`config.mk`:
```
export PLATFORM = sky130hd
export DESIGN_NAME = arbitro_registro
export DESIGN_NICKNAME = d
export VERILOG_FILES = /design/src/rtl/arbitro_pkg.sv /design/src/rtl/registro_param.sv /design/src/rtl/rr_picker.sv /design/src/rtl/arbitro_registro.sv
export SDC_FILE = /design/constraint.sdc
export NUM_CORES = 1
export LEC_CHECK = 0
export ABC_AREA = 1
export BUFFER_PORTS_ARGS = -buffer_cell sky130_fd_sc_hd__buf_2
export CORE_UTILIZATION = 30
export CTS_CLUSTER_SIZE = 40
export DETAILED_ROUTE_END_ITERATION = 7
export GPL_TIMING_DRIVEN = 0
export HOLD_SLACK_MARGIN = 0.12
export PLACE_DENSITY = 0.62
export REMOVE_ABC_BUFFERS = 1
export SLEW_MARGIN = 30
export SYNTH_ARGS = -nofsm -noshare
export SYNTH_HDL_FRONTEND = slang
export SYNTH_SLANG_ARGS = --single-unit
export TNS_END_PERCENT = 50
```
`constraint.sdc`:
```
create_clock -name clk_i -period 3.89 [get_ports clk_i]
set_input_delay 0.5835 -clock clk_i [delete_from_list [all_inputs] [get_ports clk_i]]
set_output_delay 0.5835 -clock clk_i [all_outputs]
set_load 0.01 [all_outputs]
```
`src/rtl/arbitro_pkg.sv`:
```
// rtl/arbitro_pkg.sv - shared types and helpers for the round-robin register arbiter
package arbitro_pkg;

  localparam int R_MAX = 8;

  typedef enum logic {IDLE, LOAD} estado_t;

  // Sized for the widest legal requester count; callers cast down to R bits.
  function automatic logic [R_MAX-1:0] onehot(input logic [2:0] idx);
    logic [R_MAX-1:0] v;
    v = '0;
    v[idx] = 1'b1;
    return v;
  endfunction

endpackage

```
`src/rtl/registro_param.sv`:
```
// rtl/registro_param.sv - N-bit storage register with synchronous reset and load enable
module registro_param #(
  parameter int N = 8
) (
  input  logic         clk_i,
  input  logic         rst_i,
  input  logic         en_i,
  input  logic [N-1:0] d_i,
  output logic [N-1:0] q_o
);

  logic [N-1:0] q_q;

  always_ff @(posedge clk_i) begin
    if (rst_i) begin
      q_q <= '0;
    end else if (en_i) begin
      q_q <= d_i;
    end
  end

  assign q_o = q_q;

endmodule

```
`src/rtl/rr_picker.sv`:
```
// rtl/rr_picker.sv - combinational round-robin winner search starting after ptr
module rr_picker #(
  parameter int R = 4,
  localparam int W = $clog2(R)
) (
  input  logic [R-1:0] req_i,
  input  logic [W-1:0] ptr_i,
  output logic [W-1:0] winner_o,
  output logic         any_req_o
);

  int c;

  // Offsets run 1..R so the previous owner is scanned last; modulo keeps c below R.
  always_comb begin
    winner_o  = '0;
    any_req_o = 1'b0;
    c         = 0;
    for (int k = 1; k <= R; k++) begin
      c = (int'(ptr_i) + k) % R;
      if (!any_req_o && req_i[W'(c)]) begin
        any_req_o = 1'b1;
        winner_o  = W'(c);
      end
    end
  end

endmodule

```
`src/rtl/arbitro_registro.sv`:
```
// rtl/arbitro_registro.sv - round-robin arbiter granting R requesters write access to one shared register
module arbitro_registro
  import arbitro_pkg::*;
#(
  parameter int N = 8,
  parameter int R = 4,
  localparam int W = $clog2(R)
) (
  input  logic           clk_i,
  input  logic           rst_i,
  input  logic [R-1:0]   req_i,
  input  logic [R*N-1:0] data_i,
  output logic [R-1:0]   gnt_o,
  output logic           busy_o,
  output logic [N-1:0]   q_o,
  output logic [W-1:0]   owner_o,
  output logic           valid_o
);

  estado_t      state_q, state_d;
  logic [W-1:0] sel_q, sel_d;
  logic [W-1:0] ptr_q, ptr_d;
  logic [W-1:0] owner_q, owner_d;
  logic         valid_q, valid_d;

  logic [W-1:0] winner;
  logic         any_req;
  logic [N-1:0] d_sel;
  logic         load_en;

  rr_picker #(.R(R)) u_picker (
    .req_i     (req_i),
    .ptr_i     (ptr_q),
    .winner_o  (winner),
    .any_req_o (any_req)
  );

  always_comb begin
    d_sel = '0;
    for (int i = 0; i < R; i++) begin
      if (sel_q == W'(i)) begin
        d_sel = data_i[i*N +: N];
      end
    end
  end

  assign load_en = (state_q == LOAD);

  registro_param #(.N(N)) u_reg (
    .clk_i (clk_i),
    .rst_i (rst_i),
    .en_i  (load_en),
    .d_i   (d_sel),
    .q_o   (q_o)
  );

  always_comb begin
    state_d = state_q;
    sel_d   = sel_q;
    ptr_d   = ptr_q;
    owner_d = owner_q;
    valid_d = valid_q;
    case (state_q)
      IDLE: begin
        if (any_req) begin
          sel_d   = winner;
          state_d = LOAD;
        end
      end
      LOAD: begin
        // Once granted the load always completes, even if req drops meanwhile.
        owner_d = sel_q;
        ptr_d   = sel_q;
        valid_d = 1'b1;
        state_d = IDLE;
      end
      default: state_d = IDLE;
    endcase
  end

  always_ff @(posedge clk_i) begin
    if (rst_i) begin
      state_q <= IDLE;
      sel_q   <= '0;
      ptr_q   <= W'(R - 1);
      owner_q <= '0;
      valid_q <= 1'b0;
    end else begin
      state_q <= state_d;
      sel_q   <= sel_d;
      ptr_q   <= ptr_d;
      owner_q <= owner_d;
      valid_q <= valid_d;
    end
  end

  assign busy_o  = load_en;
  assign gnt_o   = load_en ? R'(onehot(3'(sel_q))) : '0;
  assign owner_o = owner_q;
  assign valid_o = valid_q;

endmodule

```
==> impl_metrics.yaml, run 1 <==
outcome:
  status: "complete, no violations"
route:
  drt_first_pass_iters: 4
  drt_iter0_markers: 49
  drc_errors: 0
  wl_per_cell_um: 10.1
  antenna_left: 0
  wl_um: 2630
  vias: 1178
  avgViaCountPerCell: 4.53
setup_path:
  worst_path_max_delay_cell: "dfxtp_1"
  cp_num_buf_inv: 2
  critPathCapture: "gnt_o[0]"
  start_kind: "register"
  rr_endpoint: "sel_q[1]$_SDFFE_PP0P_"
  cpPeakStageDelay_ps: 780
  ff2ff_setup_slack_ps: 2320
  cp.depth: 3
  criticalPathCategory: "reg2out"
  setup.worst_path.end_class: "output pin"
  reg2reg_from: "ptr_q[0]$_SDFFE_PP1P_"
  crit_family: "flip-flops"
  cp-startpoint: "busy_o$_SDFF_PP0_"
  worstPathCellList: "inv_1, nor3_1, buf_2"
  cp_max_fo: 23
  required_ps: 3310
  reg2reg_depth: 9
  arrival_ps: 1670
floorplanning:
  dieArea_um2: 3890
  fp-row-count: 21
  die_y_um: 62.3
  die_w_um: 62.3
  io_pins: 54
  core_um2: 3420
  initial_core_util_pct: 32.0
power_and_ir_drop:
  p_leak_uw: 0.000778
  peakVddDrop_uv: 230
  p_per_area_nw_per_um2: 456
timing:
  drv_slew: 0
  holdWs_ps: 463
  setup_viol: 0
  fin_worst_skew_ps: 2.56
  max_freq_mhz: 444
  post-route-min-period_ps: 2250
  max-slew-margin-rel_pct: 54.1
  hold_viol: 0
  timing.setup.tns_ps: 0
  tightest_slew_ps: 688
  period_share_pct: 57.9
  rsz0062_at_grt: "false"
place:
  portBuffers: 53
  hpwlAfterDp_um: 2040
  gp_congestion: 0.770
  post_dp_cell_area_um2: 1380
synth:
  avgSynthCellArea_um2: 6.74
  synth_cells: 162
  synth_top_area_share_pct: 29.3
  synth_top_area_cell: "dfxtp_1"
  synth_cell_types: 27
  yosysSeqAreaShare_pct: 29.3
  yosys_warnings: 0
  ys_seq_elements: 16
  synth_area_leaders: "dfxtp_1 29%, nand2_1 14%, inv_1 6.2%"
  synth_area_um2: 1090
  synth-edff-count: 0
  ys.flop_type: "dfxtp_1"
  async_flop_share_pct: 0
clock_network:
  cts_resized: 0
  cts_tree: "done"
  clk_path_buf_depth: 2
  clk-insertion-delay-late_ps: 290
  clockRootBuffer: "clkbuf_4"
  htreeDepth: 1
  clk_pin_slew_ps: 100
  cts_setup_buffers: 0
  cts_made_buffers: 3
  hold_buffers: 0
  cts_sinks: 16
global_route:
  grt_pass1_vias: 995
  grt_pass1_wl_um: 4370
  gr-total-overflow: 0
  grt_max_degree: 24
  antenna_found_initial: 0
  grt.total_usage_pct: 13.8
finish:
  final_core_util_pct: 41.6
  fin_nets: 253
  post_route_cells_drive_above_1_share_pct: 36.4
  synthToLayoutAreaGrowth_pct: 30.0
  antennaDiodeCount: 0
  finalInstanceArea_um2: 1420
run:
  maxCapViolCount: 0
hold_path:
  hold_class: "reg2reg"
-- kinds of logic after synthesis --
logic type | share of synthesized area [%]
simple gates | 40.3
compound gates | 19.6
flops | 29.3
buf+inv | 10.8
-- layout by cell type, fill, tap and decap left out, drive strengths merged --
master  instances
dfxtp          16
o21ai          11
a21oi           6
a21boi          1
o211ai          2
buf            53
nor3            1
nand2          53
nand3b          1
inv            20
a221oi          7
nand3          10
nor2           20
clkbuf          4
nand4           2
clkinv          1
a31oi           6
-- flip-flops by register name, summed over array words and instances, names as in the netlist --
name and cells:
u_reg.q_o 8, owner_o 2, ptr_q 2, sel_q 2, busy_o 1, valid_o 1
-- report_power, final --
group	internal [uW]	switching (uW)	total, uW	leakage [uW]
combinational	123	180	303	0.000624
sequential	193	39.6	233	0.000132
clock	57.0	54.9	112	0.0000210
total	373	275	648	0.000778
-- Yosys cell counts (4+ instances only) --
cell type  instances
a21oi_1            6
nor2_1            15
o21ai_0            8
nand2_2            6
nand2_4            5
nor2_2             4
a31oi_1            6
dfxtp_1           16
a221oi_1           7
inv_1             18
nand2_1           42
nand3_1           10
-- cell type report --
type | instances | area, um^2
Clock buffer | 4 | 36.3
Fill cell | 395 | 2000
Inverter | 21 | 86.3
Multi-Input combinational cell | 120 | 654
Sequential cell | 16 | 320
Tap cell | 46 | 57.6
Timing Repair Buffer | 53 | 265
-- metrics by stage --
stage | setup slack, ps | power [uW] | cells
6_report | 1640 | 648 | 260
5_1_grt | 1500 | 708 | 260
4_1_cts | 1610 | 655 | 260
3_5_place_dp | 1930 | 542 | 256
3_3_place_gp | 1900 | 542 | 256
2_1_floorplan | 2130 | 455 | 157
-- worst min-delay path: cells and delay by family (launching register included) --
family | cells | cell delay [ps]
compound gates | 1 | 50
flops | 1 | 320
simple gates | 1 | 60
-- worst min-delay path by stage --
stage,endpoint,slack [ps],start,depth (start not counted)
after detailed placement,owner_o[0]$_SDFFE_PP0P_,450,owner_o[0]$_SDFFE_PP0P_,2
after floorplan,owner_o[0]$_SDFFE_PP0P_,480,owner_o[0]$_SDFFE_PP0P_,2
final,owner_o[0]$_SDFFE_PP0P_,460,owner_o[0]$_SDFFE_PP0P_,2
after CTS,owner_o[0]$_SDFFE_PP0P_,470,owner_o[0]$_SDFFE_PP0P_,2
after global placement,owner_o[0]$_SDFFE_PP0P_,450,owner_o[0]$_SDFFE_PP0P_,2
after global routing,valid_o$_SDFFE_PP0P_,480,rst_i,2
-- layer usage --
metal	global-route usage, %	wire length [um]	vias up	share of wire [%]
met4	4.36	26	0	0.99
li1	-	-	639	-
met5	0	0	-	0
met1	19.2	1300	493	50
met2	20.6	1130	42	43
met3	3.31	165	4	6.3
(Power assumes the default switching activity.)
==> run 2, diff against run 1 <==
- clock period: 3.89 -> 2.1 ns (I/O delays scaled with it)
==> run 2 against run 1 <==
  * Flip-flop and latch count did not move
  * Clock skew unchanged
  * Routed wire length stayed put
  * Critical endpoint unchanged
  * Largest power group unchanged
==> impl_metrics.yaml, run 2 (synthesis results as in run 1) <==
route:
  drc_errors: 0
  drt_iter0_markers: 49
  drt_first_pass_iters: 4
  wl_um: 2630
  vias: 1178
  antenna_left: 0
  wl_per_cell_um: 10.1
  avgViaCountPerCell: 4.53
timing:
  tightest_slew_ps: 513
  drv_slew: 0
  max_freq_mhz: 594
  period_share_pct: 80.2
  fin_worst_skew_ps: 2.56
  timing.setup.tns_ps: 0
  post-route-min-period_ps: 1680
  hold_viol: 0
  rsz0062_at_grt: "false"
  max-slew-margin-rel_pct: 65.7
  setup_viol: 0
global_route:
  grt_pass1_vias: 995
  grt.total_usage_pct: 13.8
  antenna_found_initial: 0
  grt_pass1_wl_um: 4370
  grt_max_degree: 24
  gr-total-overflow: 0
finish:
  synthToLayoutAreaGrowth_pct: 30.1
  stdcell_count: 260
  final_common_cell: "buf_2"
  largest_reg_flops: 8
  fin_nets: 253
  antennaDiodeCount: 0
  final_cell_mix: "53 x buf_2, 42 x nand2_1, 18 x inv_1"
  nFillCells: 394
  post_route_cells_drive_above_1_share_pct: 36.9
  final_core_util_pct: 41.6
clock_network:
  hold_buffers: 0
  clk-insertion-delay-late_ps: 290
  clockRootBuffer: "clkbuf_4"
  htreeDepth: 1
  cts_setup_buffers: 0
  clk_pin_slew_ps: 100
  cts_tree: "done"
  clk_path_buf_depth: 2
  cts_sinks: 16
  cts_made_buffers: 3
setup_path:
  crit_family: "flip-flops"
  cpPeakStageDelay_ps: 570
  cp_max_fo: 23
  worstPathCellList: "inv_1, nor3_1, buf_2"
  arrival_ps: 1370
  required_ps: 1780
  start_kind: "register"
  worst_path_max_delay_cell: "dfxtp_2"
  criticalPathCategory: "reg2out"
  setup.worst_path.end_class: "output pin"
  cp_num_buf_inv: 2
floorplanning:
  die_y_um: 62.3
  die_w_um: 62.3
  io_pins: 54
  dieArea_um2: 3890
  core_um2: 3420
  fp-row-count: 21
  initial_core_util_pct: 32.0
outcome:
  status: "complete, no violations"
power_and_ir_drop:
  peakVddDrop_uv: 430
  p_leak_uw: 0.000778
  p_per_area_nw_per_um2: 845
place:
  hpwlAfterDp_um: 2040
  dp.cells: 256
  portBuffers: 53
  gp_congestion: 0.770
run:
  maxCapViolCount: 0
hold_path:
  hold_class: "in2reg"
[run 2: final timing paths]
check | start | end | slack [ps] | cells after the start
worst max-delay path | busy_o$_SDFF_PP0_ | gnt_o[0] | 420 | 3
worst min-delay path | rst_i | owner_o[0]$_SDFFE_PP0P_ | 210 | 2
worst max register to register | ptr_q[0]$_SDFFE_PP1P_ | sel_q[1]$_SDFFE_PP0P_ | 530 | 9
worst min register to register | owner_o[0]$_SDFFE_PP0P_ | owner_o[0]$_SDFFE_PP0P_ | 460 | 2
[run 2: final cells by class]
cell class / count / area [um^2] / share of cell area [%]
Sequential cell: 16 / 322 / 22.6
Timing Repair Buffer: 53 / 265 / 18.7
Inverter: 21 / 86.3 / 6.07
Tap cell: 46 / 57.6 / 4.05
Clock buffer: 4 / 36.3 / 2.55
Multi-Input combinational cell: 120 / 654 / 46.0
[run 2: routing by layer]
| layer | track usage [%] | vias up | share of wire (%) |
|---|---|---|---|
| li1 | - | 639 | - |
| met4 | 4.36 | 0 | 0.99 |
| met3 | 3.31 | 4 | 6.3 |
| met1 | 19.2 | 493 | 50 |
| met2 | 20.6 | 42 | 43 |
| met5 | 0 | - | 0 |
[run 2: metrics by stage]
| step | area, um^2 | hold slack [ps] | setup WS (ps) | power (uW) |
|---|---|---|---|---|
| finish | 1420 | 211 | 416 | 1200 |
| global route | 1420 | 215 | 303 | 1310 |
| CTS | 1420 | 209 | 88.9 | 1210 |
| detailed placement | 1380 | 451 | 413 | 1000 |
| global placement | 1380 | 449 | 382 | 1000 |
| floorplan | 1060 | 384 | 609 | 842 |
[run 2: repair_timing]
action                                  4_1_cts  5_1_grt
endpoints found under the setup margin        0        1
endpoints found under the hold margin         0        0
resized for setup                             0        1
[run 2: report_power, final]
group          leakage, uW  internal, uW  switching (uW)
Combinational     0.000624           228             334
Sequential        0.000133           359            73.4
Clock            0.0000210           106             102
==> run 3, diff against run 2 <==
- PLACE_DENSITY: 0.62 -> 0.64
- clock period: 2.1 -> 1.4 ns (I/O delays scaled with it)
==> run 3 against run 2 <==
  * Clock-buffer cell count unchanged
  * Combinational power up 78%
  * Cell area rose by 10%
  * Total power grew 63%
  * Critical endpoint unchanged
  * Critical path type unchanged
  * Sequential power rose by 51%
  * Global-route usage increased by 1.9 points
  * Clock skew up 4.1 ps
  * Register-to-register slack worse by 470 ps
  * Core utilization increased by 4.2 points
  * Via count up 9.4%
  * Critical path depth unchanged
==> impl_metrics.yaml, run 3 (synthesis results as in run 1) <==
outcome:
  status: "complete, no violations"
power_and_ir_drop:
  swShare_pct: 42.7
  peakVddDrop_uv: 478
  p_leak_uw: 0.000830
  p_sw_uw: 837
  p_per_area_nw_per_um2: 1250
  total_power_uw: 1960
  clockPowerShare_pct: 15.8
  power_frac_comb_pct: 51.0
  power_frac_seq_pct: 33.2
  intPower_uw: 1120
route:
  antenna_left: 0
  drt_iter0_markers: 33
  wl_um: 2950
  avgViaCountPerCell: 4.81
  drc_errors: 0
  wl_per_cell_um: 11.0
  drt_first_pass_iters: 4
  vias: 1289
timing:
  max-slew-margin-rel_pct: 74.0
  fin_ws_ps: 40.6
  rsz0062_at_grt: "true"
  hold_viol: 0
  drv_slew: 0
  period_share_pct: 97.1
  tightest_slew_ps: 389
  post-route-min-period_ps: 1360
  max_freq_mhz: 736
  fin_worst_skew_ps: 6.61
  setup_viol: 0
  holdWs_ps: 174
setup_path:
  cpPeakStageDelay_ps: 390
  cp_max_fo: 6
  arrival_ps: 1150
  ff2ff_setup_slack_ps: 60
  criticalPathCategory: "reg2out"
  worstPathCellList: "clkinvlp_4, nor3_1, buf_2"
  cp-startpoint: "busy_o$_SDFF_PP0_"
  worst_path_max_delay_cell: "dfxtp_4"
  start_kind: "register"
  required_ps: 1190
  setup.worst_path.end_class: "output pin"
  reg2reg_from: "ptr_q[0]$_SDFFE_PP1P_"
run:
  maxCapViolCount: 0
place:
  dp.cells: 256
  dp_slack_ps: -185
  hpwlAfterDp_um: 2070
  portBuffers: 53
  gp_congestion: 0.777
global_route:
  gr-total-overflow: 0
  antenna_found_initial: 0
  grt.total_usage_pct: 15.6
  grt_max_degree: 14
  grt_pass1_wl_um: 4910
  grt_pass1_vias: 1181
clock_network:
  clk_pin_slew_ps: 100
  clk_path_buf_depth: 2
  clockRootBuffer: "clkbuf_4"
  cts_tree: "done"
  cts_sinks: 16
  clk-insertion-delay-late_ps: 290
  cts_made_buffers: 3
  htreeDepth: 1
finish:
  antennaDiodeCount: 0
  nFillCells: 375
  synthToLayoutAreaGrowth_pct: 43.2
  largest_reg_flops: 8
  final_cell_mix: "53 x buf_2, 35 x nand2_1, 16 x inv_1"
  stdcell_count: 268
  fin_nets: 261
  post_route_cells_drive_above_1_share_pct: 45.5
  final_common_cell: "buf_2"
floorplanning:
  dieArea_um2: 3890
  io_pins: 54
  fp-row-count: 21
  core_um2: 3420
  die_y_um: 62.3
  initial_core_util_pct: 32.0
  die_w_um: 62.3
hold_path:
  hold_start: "data_i[29]"
  hold_class: "in2reg"
## run 3: repair_timing
item                                   4_1_cts  5_1_grt
hold buffers                                 1        0
pin swaps                                    0        6
setup buffers                                1        6
endpoints found under the hold margin        3        0
gates resized for setup                      6       21
setup endpoints to repair                    8       13
## run 3: through the flow
step	utilization [%]	instance area, um^2	setup TNS (ps)
2_1_floorplan	-	1060	-20.8
6_report	45.8	1560	0
3_5_place_dp	40.5	1380	-648
4_1_cts	42.4	1450	0
5_1_grt	45.8	1560	-73.6
3_3_place_gp	40.5	1380	-586
## run 3: worst paths after layout
path                               endpoint  cells after the start
hold / removal    u_reg.q_o[5]$_SDFFE_PP0P_                      3
setup / recovery                   gnt_o[0]                      3
setup reg to reg      sel_q[0]$_SDFFE_PP0P_                     11
hold reg to reg     owner_o[0]$_SDFFE_PP0P_                      2
## run 3: final cells by class
type / instances / area [um^2] / area share, %
clock buffer: 4 / 36.3 / 2.32
inverter: 21 / 92.6 / 5.92
multi-input combinational: 120 / 713 / 45.6
sequential: 16 / 337 / 21.5
tap: 46 / 57.6 / 3.68
timing repair buffer: 61 / 328 / 21.0
## run 3: power by group through the flow
stage / Sequential, uW / Clock (uW) / Combinational, uW
detailed placement: 655 / 0 / 852
global route: 665 / 336 / 1120
CTS: 644 / 321 / 881
floorplan: 661 / 0 / 602
finish: 651 / 310 / 999
global placement: 654 / 0 / 850
## run 3: critical path: cells and delay by family, from the launching register on
family	cells	cell delay, ps
DFF	1	390
and+or+nand+nor	1	160
buffers and inverters	2	310
## run 3: metal layers
metal | wire length [um] | vias up | part of all wire, % | GRT usage [%]
met1 | 1310 | 584 | 44 | 18.1
met5 | 0 | - | 0 | 0
met4 | 26 | 0 | 0.88 | 5.23
met2 | 1500 | 41 | 51 | 28.8
met3 | 115 | 4 | 3.9 | 2.57
li1 | - | 660 | - | -
